**config.mk**
```make
export PLATFORM = sky130hd
export DESIGN_NAME = panelscan_rx
export DESIGN_NICKNAME = d
export VERILOG_FILES = /design/src/rtl/panel_pkg.sv /design/src/rtl/panelseg_decode.sv /design/src/rtl/panelscan_rx.sv
export SDC_FILE = /design/constraint.sdc
export NUM_CORES = 1
export LEC_CHECK = 0
export BUFFER_PORTS_ARGS = -buffer_cell sky130_fd_sc_hd__buf_2
export CORE_ASPECT_RATIO = 1.2
export CORE_UTILIZATION = 25
export DETAILED_ROUTE_END_ITERATION = 12
export HOLD_SLACK_MARGIN = 0.02
export SLEW_MARGIN = 25
export SYNTH_ARGS = -nofsm -noshare
export SYNTH_HDL_FRONTEND = slang
export SYNTH_SLANG_ARGS = --single-unit
```
**constraint.sdc**
```tcl
create_clock -name clk_i -period 6.55 [get_ports clk_i]
set_clock_uncertainty 0.2 [all_clocks]
set_input_delay 0.655 -clock clk_i [delete_from_list [all_inputs] [get_ports clk_i]]
set_output_delay 0.655 -clock clk_i [all_outputs]
set_load 0.02 [all_outputs]
```
**src/rtl/panel_pkg.sv**
```systemverilog
// Shared 7-segment definitions for the panel drivers and the scan receiver.
// Segment codes are stored with the decimal point clear; bit 7 is segment a.
package panel_pkg;

  typedef logic [7:0] seg_t;

  localparam int unsigned SEG_DP = 0;

  localparam seg_t SEG_0 = 8'hFC;
  localparam seg_t SEG_1 = 8'h60;
  localparam seg_t SEG_2 = 8'hDA;
  localparam seg_t SEG_3 = 8'hF2;
  localparam seg_t SEG_4 = 8'h66;
  localparam seg_t SEG_5 = 8'hB6;
  localparam seg_t SEG_6 = 8'hBE;
  localparam seg_t SEG_7 = 8'hE0;
  localparam seg_t SEG_8 = 8'hFE;
  localparam seg_t SEG_9 = 8'hE6;
  localparam seg_t SEG_A = 8'hEE;
  localparam seg_t SEG_B = 8'h3E;
  localparam seg_t SEG_C = 8'h1A;
  localparam seg_t SEG_D = 8'h7A;
  localparam seg_t SEG_E = 8'h9E;
  localparam seg_t SEG_F = 8'h8E;

endpackage

```
**src/rtl/panelseg_decode.sv**
```systemverilog
// Combinational 7-segment to hex decoder; hit_o is low for any pattern that
// is not one of the sixteen hex glyphs (blank included).
module panelseg_decode
  import panel_pkg::*;
(
  input  logic [6:0] seg_i,
  output logic       hit_o,
  output logic [3:0] nibble_o
);

  always_comb begin
    hit_o    = 1'b1;
    nibble_o = 4'h0;
    case (seg_i)
      SEG_0[7:1]: nibble_o = 4'h0;
      SEG_1[7:1]: nibble_o = 4'h1;
      SEG_2[7:1]: nibble_o = 4'h2;
      SEG_3[7:1]: nibble_o = 4'h3;
      SEG_4[7:1]: nibble_o = 4'h4;
      SEG_5[7:1]: nibble_o = 4'h5;
      SEG_6[7:1]: nibble_o = 4'h6;
      SEG_7[7:1]: nibble_o = 4'h7;
      SEG_8[7:1]: nibble_o = 4'h8;
      SEG_9[7:1]: nibble_o = 4'h9;
      SEG_A[7:1]: nibble_o = 4'hA;
      SEG_B[7:1]: nibble_o = 4'hB;
      SEG_C[7:1]: nibble_o = 4'hC;
      SEG_D[7:1]: nibble_o = 4'hD;
      SEG_E[7:1]: nibble_o = 4'hE;
      SEG_F[7:1]: nibble_o = 4'hF;
      default:    hit_o    = 1'b0;
    endcase
  end

endmodule

```
**src/rtl/panelscan_rx.sv**
```systemverilog
// Multiplexed 7-segment bus receiver: stability filter, per-digit capture and
// frame-complete pulse. Define PANELSCAN_SYNC_EN for a 2-flop input synchronizer.
module panelscan_rx
  import panel_pkg::*;
#(
  parameter int unsigned DIGITS = 4,
  parameter int unsigned STABLE = 3
) (
  input  logic                  clk_i,
  input  logic                  rst_i,
  input  logic [7:0]            seg_i,
  input  logic [DIGITS-1:0]     dig_i,
  output logic [4*DIGITS-1:0]   value_o,
  output logic [DIGITS-1:0]     dp_o,
  output logic [DIGITS-1:0]     err_o,
  output logic                  frame_o
);

  localparam int unsigned SW = DIGITS + 8;
  localparam logic [7:0] StableCnt = 8'(STABLE);

  logic [SW-1:0] raw;
  logic [SW-1:0] samp;

  assign raw = {seg_i, dig_i};

`ifdef PANELSCAN_SYNC_EN
  logic [SW-1:0] sync1_q, sync2_q;

  always_ff @(posedge clk_i) begin
    if (rst_i) begin
      sync1_q <= '0;
      sync2_q <= '0;
    end else begin
      sync1_q <= raw;
      sync2_q <= sync1_q;
    end
  end

  assign samp = sync2_q;
`else
  assign samp = raw;
`endif

  seg_t              seg;
  logic [DIGITS-1:0] dig;

  assign seg = samp[SW-1 -: 8];
  assign dig = samp[DIGITS-1:0];

  logic [SW-1:0]       prev_q;
  logic [7:0]          cnt_q, cnt_d;
  logic [4*DIGITS-1:0] value_q;
  logic [DIGITS-1:0]   dp_q, err_q, seen_q, seen_upd;
  logic                frame_q;
  logic                same, onehot, capture;
  logic                hit;
  logic [3:0]          nibble;

  panelseg_decode u_decode (
    .seg_i    (seg[7:1]),
    .hit_o    (hit),
    .nibble_o (nibble)
  );

  always_comb begin
    same = (samp == prev_q);
    if (!same) begin
      cnt_d = 8'd1;
    end else if (cnt_q == StableCnt) begin
      cnt_d = cnt_q;
    end else begin
      cnt_d = cnt_q + 8'd1;
    end
    onehot   = (dig != '0) && ((dig & (dig - DIGITS'(1))) == '0);
    // Only the step into StableCnt captures, so a held digit captures once.
    capture  = onehot && same && (cnt_q == StableCnt - 8'd1);
    seen_upd = seen_q | (capture ? dig : '0);
  end

  always_ff @(posedge clk_i) begin
    if (rst_i) begin
      prev_q  <= '0;
      cnt_q   <= '0;
      value_q <= '0;
      dp_q    <= '0;
      err_q   <= '0;
      seen_q  <= '0;
      frame_q <= 1'b0;
    end else begin
      prev_q  <= samp;
      cnt_q   <= cnt_d;
      frame_q <= 1'b0;
      if (&seen_upd) begin
        frame_q <= 1'b1;
        seen_q  <= '0;
      end else begin
        seen_q  <= seen_upd;
      end
      for (int n = 0; n < int'(DIGITS); n++) begin
        if (capture && dig[n]) begin
          dp_q[n]  <= seg[SEG_DP];
          err_q[n] <= ~hit;
          if (hit) value_q[4*n +: 4] <= nibble;
        end
      end
    end
  end

  assign value_o = value_q;
  assign dp_o    = dp_q;
  assign err_o   = err_q;
  assign frame_o = frame_q;

endmodule

```
==> impl_metrics.py <==
metrics = {
    "sta": {
        "rsz0062_at_grt": "false",
        "fin_crit_ns": 2.816,
        "slew_viol_final": 0,
        "tightest_slew_ns": 0.8642,
        "setup_ws_ns": 3.734,
        "slew-limit-headroom": 0.4204,
        "fmaxAchievable_mhz": 355.2,
        "setup_tns_ns": 0,
        "fin_crit_sh": 0.4299,
        "hold_viol": 0,
        "finalSetupViolCount": 0,
    },
    "synth": {
        "synthAdderAreaFrac": 0.009751,
        "synth_edf_count": 0,
        "synth_xor_area_frac": 0.07167,
        "synthCells": 280,
        "synthMuxAreaShare": 0.03120,
        "syn_area_per_cell_um2": 9.165,
        "syn-num-nets": 296,
        "ys.flop_type": "dfxtp_1",
        "synthArstFlopShare": 0,
        "ys_types": 57,
        "synth_compound_area_frac": 0.1390,
        "synth_area_um2": 2566,
        "yosysSeqAreaShare": 0.3823,
        "synth-seq-cells": 49,
        "synth_simple_gate_area_frac": 0.3150,
        "yosys_warnings": 0,
        "synth_top_family_by_area": "simple AND/OR/NAND/NOR gates",
    },
    "cts": {
        "holdBufCountCts": 0,
        "clk_pin_slew_ns": 0.06,
        "post_cts_resized": 0,
        "htree_levels": 2,
        "clkLatencyLatePin_ns": 0.29,
        "cts.sinks": 49,
        "numCtsBuffers": 5,
        "post_cts_buffers": 0,
        "max-clock-path-buffers": 2,
        "cts_tree": "yes",
        "cts_root_buf": "clkbuf_16",
    },
    "placement": {
        "pre_cts_slack_ns": 3.423,
        "dp_cells": 426,
        "numPortBuffers": 38,
        "dpl-instance-area_um2": 2824,
        "place.gp.congestion": 0.7777,
        "hpwl_um": 4268,
    },
    "worst_setup_path": {
        "end_kind": "flop",
        "critical_path_required_ns": 6.55,
        "cp_data_arrival_time_ns": 2.81,
        "cp-start-kind": "input port",
        "r2r_cells": 5,
        "path_cells": "buf_2, and4bb_2, a2bb2o_1, o31ai_2, nand3_1, o31ai_1",
        "cp_max_fo": 16,
        "rrSetupSlack_ns": 4.14,
        "r2r-end": "seen_q[2]",
        "crit_type": "input port to flop",
        "crit_slowest_cell": "o31ai_2",
        "reg2reg_from": "cnt_q[2]",
        "slowest_delay_ns": 0.74,
    },
    "final_layout": {
        "n_fill_cell": 1093,
        "stdcell_area_um2": 2977,
        "final_core_util": 0.2974,
        "syn_to_final_growth_pct": 15.99,
        "final_common_cell": "dfxtp_1",
        "multiInputGateArea_um2": 1454,
        "drive_above_1_share": 0.2143,
        "regArea_um2": 980.9,
        "num_antenna_cells": 0,
        "final_cells": 434,
        "final_net_count": 323,
        "final_cell_mix": "49 x dfxtp_1, 38 x buf_2, 28 x nand2_1",
    },
    "power": {
        "leakagePower_nw": 1.198,
        "power.density_nw_per_um2": 208.3,
        "ir_drop_mv": 0.09917,
    },
    "detailed_routing": {
        "detail-route-antenna-nets": 0,
        "wl_per_cell_um": 13.51,
        "viasPerCell": 4.846,
        "drt-initial-drc-count": 146,
        "vias": 2103,
        "drc_errors": 0,
        "drt-total-wl_um": 5862,
        "first_pass_iters": 4,
    },
    "global_routing": {
        "grt_pass1_vias": 1944,
        "grt_pass1_wl_um": 9666,
        "antenna_found_initial": 0,
        "grt_overflow": 0,
        "track_usage": 0.1154,
        "grt_max_degree": 38,
    },
    "die": {
        "start_util": 0.2564,
        "die_h_um": 113.0,
        "die_w_um": 94.49,
        "coreArea_um2": 10010,
        "die-area_um2": 10680,
        "rows": 40,
        "ios": 39,
    },
    "status": {
        "outcome": "complete, no violations",
    },
    "worst_hold_path": {
        "hold_end": "value_o[10]",
        "hold_depth": 2,
        "worstHoldStart": "value_o[10]",
        "min_path_type": "flop to flop",
    },
    "job": {
        "cap_violations": 0,
    },
}
## critical path: cells and delay by family
family	cells	cell delay (ns)
simple gates	2	0.59
compound gates	3	1.32
buf+inv	1	0.24
## per-layer routing
metal  part of all wire  up-vias  GRT usage  wire [um]
met2               0.47       33     0.1812       2744
met4              0.012        0    0.03636         71
met5                  0        -          0          0
li1                   -     1065          -          -
met3              0.044        8    0.02554        260
met1               0.48      997     0.1564       2786
## cell families (layout without fill, tap and decap cells)
| kind of cell | count (synthesis) | in the layout |
|---|---|---|
| multiplexers | 8 | 8 |
| AND/OR/NAND/NOR | 127 | 127 |
| XOR/XNOR | 21 | 21 |
| AO/OA/AOI/OAI | 45 | 45 |
| buffers and inverters | 28 | 56 |
| adder cells (fa/ha/maj) | 2 | 2 |
| flip-flops | 49 | 49 |
## report_power, final
part | total (W) | internal (W) | switching, W | leakage (nW)
sequential | 0.000304 | 0.000302 | 0.00000180 | 0.398
clock | 0.000263 | 0.000152 | 0.000111 | 0.0768
combinational | 0.0000534 | 0.0000175 | 0.0000359 | 0.723
total | 0.000620 | 0.000472 | 0.000149 | 1.20
## synth_stat cells, types with 2 or more instances
cell type | count | share of area
nand2_1 | 28 | 0.041
nand3_1 | 12 | 0.023
nand4_1 | 2 | 0.0049
nor4_4 | 3 | 0.025
and3_1 | 8 | 0.020
nor2_1 | 18 | 0.026
ha_1 | 2 | 0.0097
nor4_1 | 3 | 0.0073
dfxtp_1 | 49 | 0.38
nand2b_1 | 2 | 0.0049
nand4_2 | 5 | 0.024
buf_6 | 2 | 0.0088
a21o_1 | 3 | 0.0088
nor3b_1 | 6 | 0.018
o21ai_0 | 2 | 0.0039
a22oi_1 | 2 | 0.0058
or3_1 | 3 | 0.0073
a311oi_2 | 3 | 0.018
nor4b_1 | 4 | 0.014
buf_2 | 6 | 0.012
o31ai_1 | 5 | 0.015
nand3b_1 | 3 | 0.0088
mux2i_1 | 8 | 0.031
inv_1 | 8 | 0.012
o22ai_1 | 9 | 0.022
clkbuf_1 | 9 | 0.013
xor2_1 | 15 | 0.051
a32oi_1 | 3 | 0.010
and4bb_2 | 2 | 0.0097
a221oi_1 | 4 | 0.014
xnor2_1 | 6 | 0.020
nand4b_1 | 2 | 0.0068
nor2b_1 | 15 | 0.037
a21oi_1 | 4 | 0.0078
a311oi_1 | 2 | 0.0068
## how the worst max path moves through the flow
stage / start / to / slack (ns) / cells after the start
finish: seg_i[6] / err_o[2] / 3.73 / 6
global route: seg_i[6] / err_o[2] / 3.46 / 6
CTS: seg_i[6] / err_o[2] / 3.72 / 6
detailed placement: seg_i[6] / err_o[1] / 3.42 / 6
global placement: seg_i[6] / err_o[1] / 3.52 / 6
floorplan: dig_i[0] / value_o[0] / 4.01 / 6
## stage by stage
| step | hold WS (ns) | power, W |
|---|---|---|
| floorplan | 0.2733 | 0.0003528 |
| global placement | 0.2461 | 0.0003633 |
| detailed placement | 0.2473 | 0.0003639 |
| CTS | 0.2563 | 0.0006265 |
| global route | 0.2763 | 0.0006440 |
| finish | 0.2572 | 0.0006201 |
## sequential cells by signal (all words and copies together), names as in the netlist
register and count:
seen_q 4, value_o 16, err_o 4, frame_o 1
prev_q 12, cnt_q 8, dp_o 4
## area by class of cell
type                            count  area share
Inverter                            9     0.01135
Clock inverter                      2    0.004624
Tap cell                          126     0.05296
Timing Repair Buffer               39     0.06641
Clock buffer                        6     0.04666
Sequential cell                    49      0.3296
Multi-Input combinational cell    203      0.4884
(Power assumes the default switching activity.)
